===== config.mk =====
export PLATFORM = sky130hd
export DESIGN_NAME = simon_key_reverse_shiftreg_flat
export DESIGN_NICKNAME = d
export VERILOG_FILES = /design/src/rtl/simon_pkg.sv /design/src/rtl/simon_key_reverse_shiftreg_if.sv /design/src/rtl/simon_wrap_buf.sv /design/src/rtl/simon_key_reverse_shiftreg.sv /design/src/flat_wrapper.sv
export SDC_FILE = /design/constraint.sdc
export NUM_CORES = 1
export LEC_CHECK = 0
export BUFFER_PORTS_ARGS = -buffer_cell sky130_fd_sc_hd__buf_2
export CAP_MARGIN = 20
export CORE_ASPECT_RATIO = 1.1
export CORE_MARGIN = 2
export CORE_UTILIZATION = 40
export CTS_CLUSTER_DIAMETER = 80
export DETAILED_ROUTE_END_ITERATION = 16
export HOLD_SLACK_MARGIN = 0.05
export SLEW_MARGIN = 20
export SYNTH_ARGS = -nofsm -noshare
export SYNTH_HDL_FRONTEND = slang
export SYNTH_HIERARCHICAL = 1
export SYNTH_SLANG_ARGS = --single-unit

===== constraint.sdc =====
create_clock -name clk -period 2.2 [get_ports clk]
set_clock_uncertainty 0.05 [all_clocks]
set_input_delay 0.22 -clock clk [delete_from_list [all_inputs] [get_ports clk]]
set_output_delay 0.22 -clock clk [all_outputs]
set_load 0.1 [all_outputs]

===== src/rtl/simon_pkg.sv =====
// Shared Simon128/128 constants and helpers for the forward and reverse key schedules.
package simon_pkg;

    localparam int unsigned WordWidth = 64;
    localparam int unsigned KeyLength = 128;
    localparam int unsigned NumRounds = 68;

    // z2 sequence, 68 bits, Z[0] is the MSB (bit 67).
    localparam logic [67:0] ZConst = 68'hAF703498A11F96CEB;

    // Last decryption round that still consumes a real Z bit (Z[65-r] with r <= 65).
    localparam logic [6:0] LastZtRound = 7'd65;

    // Meaning of the two-bit data_rdy control.
    typedef enum logic [1:0] {
        RdyIdle = 2'd0,
        RdyHold = 2'd1,
        RdyLoad = 2'd2,
        RdyRun  = 2'd3
    } rdy_mode_e;

    // Z[idx] with MSB-first indexing; idx must be 0..67.
    function automatic logic z_bit(input logic [6:0] idx);
        return ZConst[7'd67 - idx];
    endfunction

    // Bit j of the round constant c = 2^64 - 4.
    function automatic logic const_bit(input logic [5:0] j);
        return (j > 6'd1);
    endfunction

endpackage


===== src/rtl/simon_key_reverse_shiftreg_if.sv =====
// Serial control/data bundle between the datapath controller and the reverse key schedule.
interface simon_key_reverse_shiftreg_if;

    logic       data_in;
    logic [1:0] data_rdy;
    logic [5:0] bit_counter;
    logic       key_out;
    logic [6:0] round_counter;

    // Controller side: drives mode, bit index and serial load data.
    modport master (
        output data_in,
        output data_rdy,
        output bit_counter,
        input  key_out,
        input  round_counter
    );

    // Key schedule side.
    modport slave (
        input  data_in,
        input  data_rdy,
        input  bit_counter,
        output key_out,
        output round_counter
    );

endinterface


===== src/rtl/simon_wrap_buf.sv =====
// 4-bit capture shift buffer: holds nxt bits 0..3 after they leave the serial chain.
module simon_wrap_buf (
    input  logic       clk,
    input  logic       reset,
    input  logic       en,
    input  logic       din,
    output logic [3:0] dout
);

    logic [3:0] buf_q;

    // Shift in at the top so that after four captures dout[i] holds original bit i.
    always_ff @(posedge clk) begin
        if (reset) begin
            buf_q <= 4'b0;
        end else if (en) begin
            buf_q <= {din, buf_q[3:1]};
        end
    end

    assign dout = buf_q;

endmodule


===== src/rtl/simon_key_reverse_shiftreg.sv =====
// Bit-serial Simon128/128 reverse key schedule: emits k[67], k[66], ... k[0], LSB first.
module simon_key_reverse_shiftreg
    import simon_pkg::*;
(
    input  logic                         clk,
    input  logic                         reset,
    simon_key_reverse_shiftreg_if.slave  bus
);

    logic [WordWidth-1:0] cur_q, cur_d;
    logic [WordWidth-1:0] nxt_q, nxt_d;
    logic [6:0]           round_q, round_d;
    logic [3:0]           wrap;
    logic                 wrap_en;
    rdy_mode_e            mode;
    logic                 la3, la4;
    logic                 zt;
    logic                 run_bit;

    assign mode = rdy_mode_e'(bus.data_rdy);

    // Original nxt bits 0..3 pass nxt[0] during run cycles 0..3; keep them for the word tail.
    assign wrap_en = (mode == RdyRun) && (bus.bit_counter < 6'd4);

    simon_wrap_buf u_wrap_buf (
        .clk   (clk),
        .reset (reset),
        .en    (wrap_en),
        .din   (nxt_q[0]),
        .dout  (wrap)
    );

    // Select original nxt[(j+3)%64] and nxt[(j+4)%64]; near the word end they come from wrap.
    always_comb begin
        la3 = nxt_q[3];
        la4 = nxt_q[4];
        unique case (bus.bit_counter)
            6'd60: begin
                la4 = wrap[0];
            end
            6'd61: begin
                la3 = wrap[0];
                la4 = wrap[1];
            end
            6'd62: begin
                la3 = wrap[1];
                la4 = wrap[2];
            end
            6'd63: begin
                la3 = wrap[2];
                la4 = wrap[3];
            end
            default: ;
        endcase
    end

    // Z term enters only at bit 0; the last two rounds compute a don't-care word with zt = 0.
    always_comb begin
        zt = 1'b0;
        if ((bus.bit_counter == 6'd0) && (round_q <= LastZtRound)) begin
            zt = z_bit(LastZtRound - round_q);
        end
    end

    // k[i] = k[i+2] ^ ror(k[i+1],3) ^ ror(k[i+1],4) ^ c ^ z[i], one bit per cycle.
    assign run_bit = cur_q[0] ^ la3 ^ la4 ^ const_bit(bus.bit_counter) ^ zt;

    // Next-state: shift the nxt->cur chain in load/run, hold otherwise; idle clears the round.
    always_comb begin
        cur_d   = cur_q;
        nxt_d   = nxt_q;
        round_d = round_q;
        unique case (mode)
            RdyIdle: begin
                round_d = 7'd0;
            end
            RdyHold: ;
            RdyLoad: begin
                nxt_d = {bus.data_in, nxt_q[WordWidth-1:1]};
                cur_d = {nxt_q[0], cur_q[WordWidth-1:1]};
            end
            RdyRun: begin
                nxt_d = {run_bit, nxt_q[WordWidth-1:1]};
                cur_d = {nxt_q[0], cur_q[WordWidth-1:1]};
                if (bus.bit_counter == 6'd63) begin
                    round_d = round_q + 7'd1;
                end
            end
            default: ;
        endcase
    end

    // State registers with synchronous reset taking priority over data_rdy.
    always_ff @(posedge clk) begin
        if (reset) begin
            cur_q   <= '0;
            nxt_q   <= '0;
            round_q <= 7'd0;
        end else begin
            cur_q   <= cur_d;
            nxt_q   <= nxt_d;
            round_q <= round_d;
        end
    end

    assign bus.key_out       = cur_q[0];
    assign bus.round_counter = round_q;

endmodule


===== src/flat_wrapper.sv =====
// flat-port wrapper written by rule: the top's interface ports become plain ports
module simon_key_reverse_shiftreg_flat import simon_pkg::*;
  (clk, reset, bus_data_in, bus_data_rdy, bus_bit_counter, bus_key_out, bus_round_counter);
  simon_key_reverse_shiftreg_if bus_i ();
  input  logic clk;
  input  logic reset;
  input wire logic [$bits(bus_i.data_in)-1:0] bus_data_in;
  input wire logic [$bits(bus_i.data_rdy)-1:0] bus_data_rdy;
  input wire logic [$bits(bus_i.bit_counter)-1:0] bus_bit_counter;
  output wire logic [$bits(bus_i.key_out)-1:0] bus_key_out;
  output wire logic [$bits(bus_i.round_counter)-1:0] bus_round_counter;
  assign bus_i.data_in = bus_data_in;
  assign bus_i.data_rdy = bus_data_rdy;
  assign bus_i.bit_counter = bus_bit_counter;
  assign bus_key_out = bus_i.key_out;
  assign bus_round_counter = bus_i.round_counter;
  simon_key_reverse_shiftreg u_core (.clk(clk), .reset(reset), .bus(bus_i));
endmodule

* Word level (Yosys, flattened, before mapping)
Memory sizes are Yosys's and may differ from the RTL's.
Cells that the tools add are included.
** Cells by class
- Add/sub/neg operators :: 3
- Order comparisons :: 4
- Equality and inequality tests :: 7
- Muxes and demuxes :: 7
- Bitwise operators :: 4
- Reductions and logical operators :: 8
** Operators by type and width (count)
- $pmux W64 S2 :: 1
- $eq A6 B6 Y1 const B :: 4
- $pmux W7 S2 :: 1
- $sub A7 B7 Y7 const A :: 2
- $lt A7 B8 Y1 const B :: 1
- $add A7 B1 Y7 const B :: 1
- $le A7 B7 Y1 const B :: 1
- $mux W7 :: 1
- $gt A6 B1 Y1 const B :: 1
- $logic_not A6 Y1 :: 1
- $lt A6 B3 Y1 const B :: 1
- $eq A2 B2 Y1 const B :: 2
- $pmux W1 S4 :: 1
- $reduce_bool A2 Y1 :: 2
- $xor A1 B1 Y1 :: 4
- $pmux W1 S3 :: 1
- $logic_and A1 B1 Y1 :: 2
- $logic_not A2 Y1 :: 1
- $mux W1 :: 2
- $ne A2 B2 Y1 const B :: 1
- $reduce_and A2 Y1 :: 1
- $reduce_or A2 Y1 :: 1
** Word-level totals
- Flip-flop bits (word level) :: 139
- Memory bits (read-only) :: 128
- Bits of input ports :: 11
- Output and inout bits :: 8
- Word-level logic and storage cells :: 38
- Memories kept :: 1
** Memory list
- (name not given) :: depth 128, bits a word 1, rd ports 1, clocked after Yosys merged registers in 0, wr ports 0, RTL line simon_pkg.sv:24 : return ZConst[7'd67 - idx];

* Depth between registers and ports, before layout
Gate-level depths: netlist of run 1.
- Word-level depth :: 7
- Gate-level depth with buffers :: 10
- Gate-level depth less buffers :: 9

* Cells and area by module
The synthesis of run 1 kept the hierarchy.
** Modules (own cells, without submodules)
- simon_key_reverse_shiftreg :: instances 1, cells an instance 518, area each 5292.6 um2, sequential area each 2702.6 um2
- simon_wrap_buf :: instances 1, cells an instance 13, area each 140.1 um2, sequential area each 80.1 um2

* Least setup slack after synthesis of run 1
No wires, ideal clock.
- Path type :: reg-to-reg
- Start point :: register u_core.round_q[1] (netlist: u_core/bus.round_counter[1])
- End point :: register u_core.nxt_q[63]
- Setup time :: 0.121 ns
- Arrival time :: 2.633 ns
- Required time :: 2.029 ns
- Path slack :: -0.605 ns
- Stages on the path, launching flop included :: 10
- Path buffers :: 0
- Period minus slack after synthesis :: 2.805 ns
- Cells stage by stage :: dfxtp_1 inv_1 ha_1 a21boi_1 o21ai_1 a2111oi_4 o311ai_1 o2bb2ai_1 and2_1 nor3_2
** On the way
- Longest elaborated chain between the ends :: 7
- Elaborated cells between the ends (all ways) :: 9
- Classes of those cells :: add/sub (2); order compare (1); mux (3); bitwise (1); reduce/logical (1); memory (1)
** RTL lines
- start, declared :: RTL line simon_key_reverse_shiftreg.sv:12 : logic [6:0] round_q, round_d;
- start signal, assigned :: RTL line simon_key_reverse_shiftreg.sv:102 : round_q <= round_d;
- $sub A7 B7 Y7 :: RTL line simon_key_reverse_shiftreg.sv:61 : zt = z_bit(LastZtRound - round_q);
- $sub A7 B7 Y7 :: RTL line simon_pkg.sv:24
- $mem_v2 Z128 W1
- $mux W1 (not written as such) :: RTL line simon_pkg.sv:24
- $mux W1 * :: RTL line simon_key_reverse_shiftreg.sv:60 : if ((bus.bit_counter == 6'd0) && (round_q <= LastZtRound)) begin
- $xor A1 B1 Y1 * :: RTL line simon_key_reverse_shiftreg.sv:66 : assign run_bit = cur_q[0] ^ la3 ^ la4 ^ const_bit(bus.bit_counter) ^ zt;
- $pmux W64 S2 * :: RTL line simon_key_reverse_shiftreg.sv:73 : unique case (mode)
- end signal, assigned :: RTL line simon_key_reverse_shiftreg.sv:101 : nxt_q <= nxt_d;
- end, declared :: RTL line simon_key_reverse_shiftreg.sv:11 : logic [WordWidth-1:0] nxt_q, nxt_d;
Mark *: on every way between the ends. The rest lies on a longest branch, timed or not. The select of a mux whose other input is x is not followed.
A chain may end at the register's enable or synchronous reset.

* Final worst setup path of run 1
- Start point :: register u_core.round_q[2] (netlist: u_core/bus.round_counter[2])
- End point :: register u_core.nxt_q[63]
Same word-level chain as after synthesis.

==> results of run 1 <==
==> path summary, 6_finish.rpt <==
check / slack [ns] / end
worst max-delay path: 0.15 / u_core/nxt_q[63]
worst min register to register: 0.44 / u_core/cur_q[29]
worst max register to register: 0.15 / u_core/nxt_q[63]
worst min-delay path: 0.14 / u_core/nxt_q[58]
==> metrics by stage <==
step                      setup slack [ns]  power, mW
after CTS                           0.0667       5.29
after global placement               0.156       2.76
after detailed placement            0.0828       2.77
after floorplan                    0.00378       2.73
final                                0.148       5.20
after global routing              0.000926       5.43
==> cell usage after synthesis, types with 2 or more instances <==
library cell and number:
nand4_1 3, nand3_1 3, xnor2_1 4, o21ai_1 2, dfxtp_1 139, nor3b_1 3, o21ai_0 2, a211oi_1 4
nand2_1 5, mux2i_1 138, nor3_1 5, buf_2 5, xor2_1 3, nor2b_1 2, buf_6 2, a21oi_1 8
ha_1 8, nor2_1 145, clkbuf_1 13, buf_1 14, inv_1 4
==> registers in the layout, summed over array words and instances, names as in the netlist <==
register and count:
u_core/bus.round_counter 7, u_core/cur_q 64, u_core/nxt_q 64, u_core/u_wrap_buf/dout 4
==> layout make-up <==
cell class                 instances  area share (%)
antenna                            1          0.0403
clock buffer                      21            7.76
clock inverter                     8           0.726
inverter                           4           0.242
multi-input combinational        352            39.9
sequential                       139            45.1
tap                              161            3.25
timing repair buffer              26            2.96
==> worst max-delay path, delay by kind of cell (launching register included) <==
kind / cells / cell delay (ns)
and+or+nand+nor: 3 / 0.44
DFF: 1 / 0.41
adders and majority gates: 1 / 0.35
AOI/OAI and AO/OA: 3 / 0.31
muxes: 1 / 0.30
buffers and inverters: 1 / 0.08
==> cells by family after synthesis <==
logic type / share of synthesized area, %
AOI/OAI and AO/OA: 3.02
adders and majority gates: 1.84
buffers and inverters: 3.36
muxes: 25.6
xor gates and xnor gates: 1.54
and+or+nand+nor: 13.4
DFF: 51.2
==> routing by layer <==
layer  share of wire [%]  wire length [µm]
met3                 4.0               338
met2                  46              3930
met5                   0                 0
met1                  49              4160
met4                 1.3               115
==> report_power, final <==
group,switching (mW),internal [mW],total (mW),leakage (nW)
clock network,0.956,1.53,2.49,0.261
logic,0.118,0.0749,0.193,1.30
registers,0.00179,2.52,2.52,1.12
==> what timing repair did <==
item,4_1_cts,5_1_grt
hold endpoints to repair,0,0
setup buffers,0,1
gates resized for setup,0,2
setup endpoints to repair,0,1
==> out/qor.yml, run 1 <==
slowest_stage: "dfxtp_4"
synthTopCellsByArea: "dfxtp_1 (51%), mux2i_1 (25%), nor2_1 (10%), ha_1 (1.8%), buf_1 (0.97%)"
min_from: "bus_data_rdy[1]"
status: "completed"
crit_arrival_ns: 2.29
routed_wl_um: 8540
grt_max_degree: 65
dpl_cell_area_mm2: 0.00566
drv_cap: 0
grtUsageMet3_pct: 4.91
synth.distinct_cells: 40
ys_seq_area_share_pct: 51.2
numPortBuffers: 18
grt_pass1_vias: 3340
timing.hold.ws_ns: 0.144
postSynthCellCount: 531
final_common_cell: "nor2_1"
final_antenna_net_count: 0
required_ns: 2.44
busiest_layer: "met2"
finish.utilization_pct: 47.0
syn-cell-area_mm2: 0.00543
worstSkewPairLatency_ns: 0.41
yosys.area.top_type: "dfxtp_1"
use_met2_pct: 20.4
ff_latch_area_mm2: 0.00280
multi_input_area_mm2: 0.00247
place_inst: 681
layout.cells.non_filler: 712
worst-path-max-fanout: 11
io_pins: 19
antenna_found_initial: 1
hold_viol: 0
rsz0062_at_grt: "no"
track_usage_pct: 12.6
max-vdd-ir-drop_mv: 0.524
min_period_over_period_pct: 93.3
drc: 0
cp-start-kind: "flip-flop"
finalInstanceArea_mm2: 0.00620
ys_ff_latch: 139
fmaxAchievable_mhz: 487
p_leak_nw: 2.69
place_hpwl_um: 5340
hold_buffers: 0
max_stage_delay_ns: 0.41
fillerInstances: 1268
whs_path_depth: 3
avgSynthCellArea_um2: 10.2
fin_crit_ns: 2.05
yosysWarnings: 6
powerDensity_mw_per_mm2: 838
nets: 559
async_flop_share_pct: 0
syn_nets: 550
drive_gt1_share_pct: 12.2
final_cell_mix: "nor2_1 (145), mux2i_1 (138), dfxtp_1 (133)"
path_cells: "inv_1 -> ha_1 -> nand2_1 -> o21ai_0 -> mux2_1 -> o32ai_1 -> o2bb2ai_1 -> nor3b_1 -> nor3_2"
hold_path.class: "in2reg"
clkSinkCount: 139
synth_flop_cell: "dfxtp_1"
vias: 3482
htreeDepth: 4
use_met1_pct: 14.8
fin_tns_setup_ns: 0
dr.pass1.iters: 4
synth_edf_count: 0
root_buffer: "clkbuf_16"
die_x_um: 115
cp-end-kind: "flip-flop"
yosysTopAreaCellShare_pct: 51.2
die_h_um: 126
r2r_start: "u_core/bus.round_counter[2]"
gp_congestion: 0.752
syn2layout_area_growth_pct: 14.2
grt_overflow: 0
rows: 44
drt_iter0_markers: 243
routedWlPerCell_um: 12.0
dieArea_mm2: 0.0145
worstRegToRegCells: 9
grt_pass1_wl_um: 14800
setup_violations: 0
maxSlewHeadroom_pct: 59.5
cts_tree: "done"
clockBufferDepth: 2
vias_per_cell: 4.89
worst_pin_slew_ns: 0.608
maxSlewViolCount: 0
cts_buffers: 17
crit_start: "u_core/bus.round_counter[2]"
cts.clk_slew.worst_paths_ns: 0.05
core_area_mm2: 0.0132
start_util_pct: 41.1
crit_type: "reg2reg"
No activity file was read; power rests on OpenSTA's default activity.
==> run 2, diff against run 1 <==
--- a/config.mk
+++ b/config.mk
@@ -9,10 +9,11 @@
 export CAP_MARGIN = 20
 export CORE_ASPECT_RATIO = 1.1
 export CORE_MARGIN = 2
-export CORE_UTILIZATION = 40
+export CORE_UTILIZATION = 25
 export CTS_CLUSTER_DIAMETER = 80
 export DETAILED_ROUTE_END_ITERATION = 16
 export HOLD_SLACK_MARGIN = 0.05
+export RECOVER_POWER = 100
 export SLEW_MARGIN = 20
 export SYNTH_ARGS = -nofsm -noshare
 export SYNTH_HDL_FRONTEND = slang
==> run 2 against run 1 <==
  * Utilization fell by 17 points
  * Via count decreased by 2.4%
  * Clock power increased by 16%
  * Sequential power hardly changed
  * Clock-buffer cell count is 3 higher
  * First-iteration DRC count is 15% lower
  * Non-clock buffer count decreased by 3
==> out/qor.yml, run 2 (synthesis results as in run 1) <==
status: "completed"  # unchanged
p_seq_share_pct: 44.9  # was 48.5%
setup_violations: 0  # unchanged
antenna_cells: 0  # was 1
rsz0062_at_grt: "no"  # unchanged
nets: 556  # was 559
drc: 0  # unchanged
post_cts_buffers: 0  # unchanged
min_period_over_period_pct: 91.8  # was 93.3%
drt_iter0_markers: 206  # was 243
drive_gt1_share_pct: 11.1  # was 12.2%
crit_arrival_ns: 2.26  # was 2.29 ns
die_x_um: 145  # was 115 µm
syn2layout_area_growth_pct: 17.9  # was 14.2%
total_power_mw: 5.61  # was 5.20 mW
final_antenna_net_count: 0  # unchanged
track_usage_pct: 8.35  # was 12.6%
worst-path-max-fanout: 9  # was 11
cts.clk_slew.worst_paths_ns: 0.06  # was 0.05 ns
switching_share_pct: 19.5  # was 20.7%
place_hpwl_um: 5420  # was 5340 µm
worstRegToRegCells: 9  # unchanged
gp_congestion: 0.768  # was 0.752
finalInstanceArea_mm2: 0.00640  # was 0.00620 mm²
routedWlPerCell_um: 10.5  # was 12.0 µm
worstSkewPairLatency_ns: 0.40  # was 0.41 ns
max-vdd-ir-drop_mv: 0.518  # was 0.524 mV
start_util_pct: 25.5  # was 41.1%
grt_overflow: 0  # unchanged
timing.hold.ws_ns: 0.194  # was 0.144 ns
fin_tns_setup_ns: 0  # unchanged
hold_path.class: "in2reg"  # unchanged
whs_path_depth: 3  # unchanged
cp-start-kind: "flip-flop"  # unchanged
final_common_cell: "nor2_1"  # unchanged
crit_type: "reg2reg"  # unchanged
fmaxAchievable_mhz: 495  # was 487 MHz
clkPwrFrac_pct: 51.7  # was 47.8%
root_buffer: "clkbuf_16"  # unchanged
dpl_cell_area_mm2: 0.00581  # was 0.00566 mm²
clockBufferDepth: 2  # unchanged
hold_viol: 0  # unchanged
p_leak_nw: 2.69  # about the same
cts_buffers: 17  # unchanged
antenna_found_initial: 0  # was 1
setup_ws_ns: 0.181  # was 0.148 ns
worst_pin_slew_ns: 1.12  # was 0.608 ns
io_pins: 19  # unchanged
vias_per_cell: 4.05  # was 4.89
powerDensity_mw_per_mm2: 876  # was 838 mW/mm²
place_worst_setup_slack_ns: 0.100  # was 0.0828 ns
power_frac_comb_pct: 3.4  # was 3.7%
maxSlewHeadroom_pct: 25.6  # was 59.5%
vias: 3398  # was 3,482
dr.pass1.iters: 4  # unchanged
required_ns: 2.44  # about the same
finish.utilization_pct: 30.1  # was 47.0%
clkSinkCount: 139  # unchanged
routed_wl_um: 8770  # was 8540 µm
maxSlewViolCount: 0  # unchanged
rows: 56  # was 44
fin_crit_ns: 2.02  # was 2.05 ns
htreeDepth: 4  # unchanged
cp-end-kind: "flip-flop"  # unchanged
dieArea_mm2: 0.0229  # was 0.0145 mm²
final_cell_mix: "nor2_1 (145), mux2i_1 (138), dfxtp_1 (133)"  # unchanged
layout.cells.non_filler: 838  # was 712
grt_pass1_vias: 3327  # was 3,340
cts_tree: "done"  # unchanged
internal_power_mw: 4.52  # was 4.12 mW
numPortBuffers: 18  # unchanged
switching_power_mw: 1.09  # was 1.08 mW
place_inst: 808  # was 681
grt_pass1_wl_um: 15300  # was 14,800 µm
core_area_mm2: 0.0213  # was 0.0132 mm²
die_h_um: 159  # was 126 µm
drv_cap: 0  # unchanged
fillerInstances: 2227  # was 1,268
grt_max_degree: 97  # was 65
run 2: cell types whose count changed in the layout (fill, tap and decap cells not counted), moves of 2 or more:
cell	change
clkbuf_1	+4
bufinv_16	+3
clkinvlp_4	-2
buf_4	-5
clkbuf_2	+8
clkinv_2	-4
buf_2	-7
run 2: metal layers:
layer	GRT usage (%)	wire length, µm
met4	4.48	137
met2	13.0	3960
met3	2.56	265
met5	0	0
met1	10.3	4410
run 2: final timing paths:
| check | end | slack, ns | from |
|---|---|---|---|
| setup / recovery | u_core/nxt_q[63] | 0.18 | u_core/bus.round_counter[1] |
| hold / removal | u_core/bus.round_counter[4] | 0.19 | bus_data_rdy[0] |
| setup reg to reg | u_core/nxt_q[63] | 0.18 | u_core/bus.round_counter[1] |
| hold reg to reg | u_core/cur_q[15] | 0.44 | u_core/cur_q[15] |
run 2: repair_timing:
action	4_1_cts	5_1_grt
endpoints found under the setup margin	0	1
gates resized for setup	0	2
hold buffers	0	0
run 2: cell type report:
type / instances / area (µm²) / share of cell area, %
sequential: 139 / 2800 / 43.7
timing repair buffer: 23 / 139 / 2.17
clock inverter: 6 / 109 / 1.70
multi-input combinational: 352 / 2470 / 38.6
tap: 290 / 363 / 5.67
clock buffer: 24 / 503 / 7.85
inverter: 4 / 15.0 / 0.234
run 2: power by group through the flow:
stage	Sequential [mW]	Combinational [mW]	Clock (mW)
floorplan	2.57	0.159	0
CTS	2.52	0.196	3.00
global route	2.52	0.209	3.10
finish	2.52	0.192	2.90
detailed placement	2.57	0.196	0
global placement	2.57	0.195	0
run 2: critical path: stages (launching register included):
cell and delay (ns):
dfxtp_4 0.39, inv_2 0.07, ha_1 0.35, nand2_1 0.08
o21ai_0 0.08, mux2_1 0.30, o32ai_1 0.13, o2bb2ai_1 0.12
nor3b_1 0.25, nor3_2 0.07
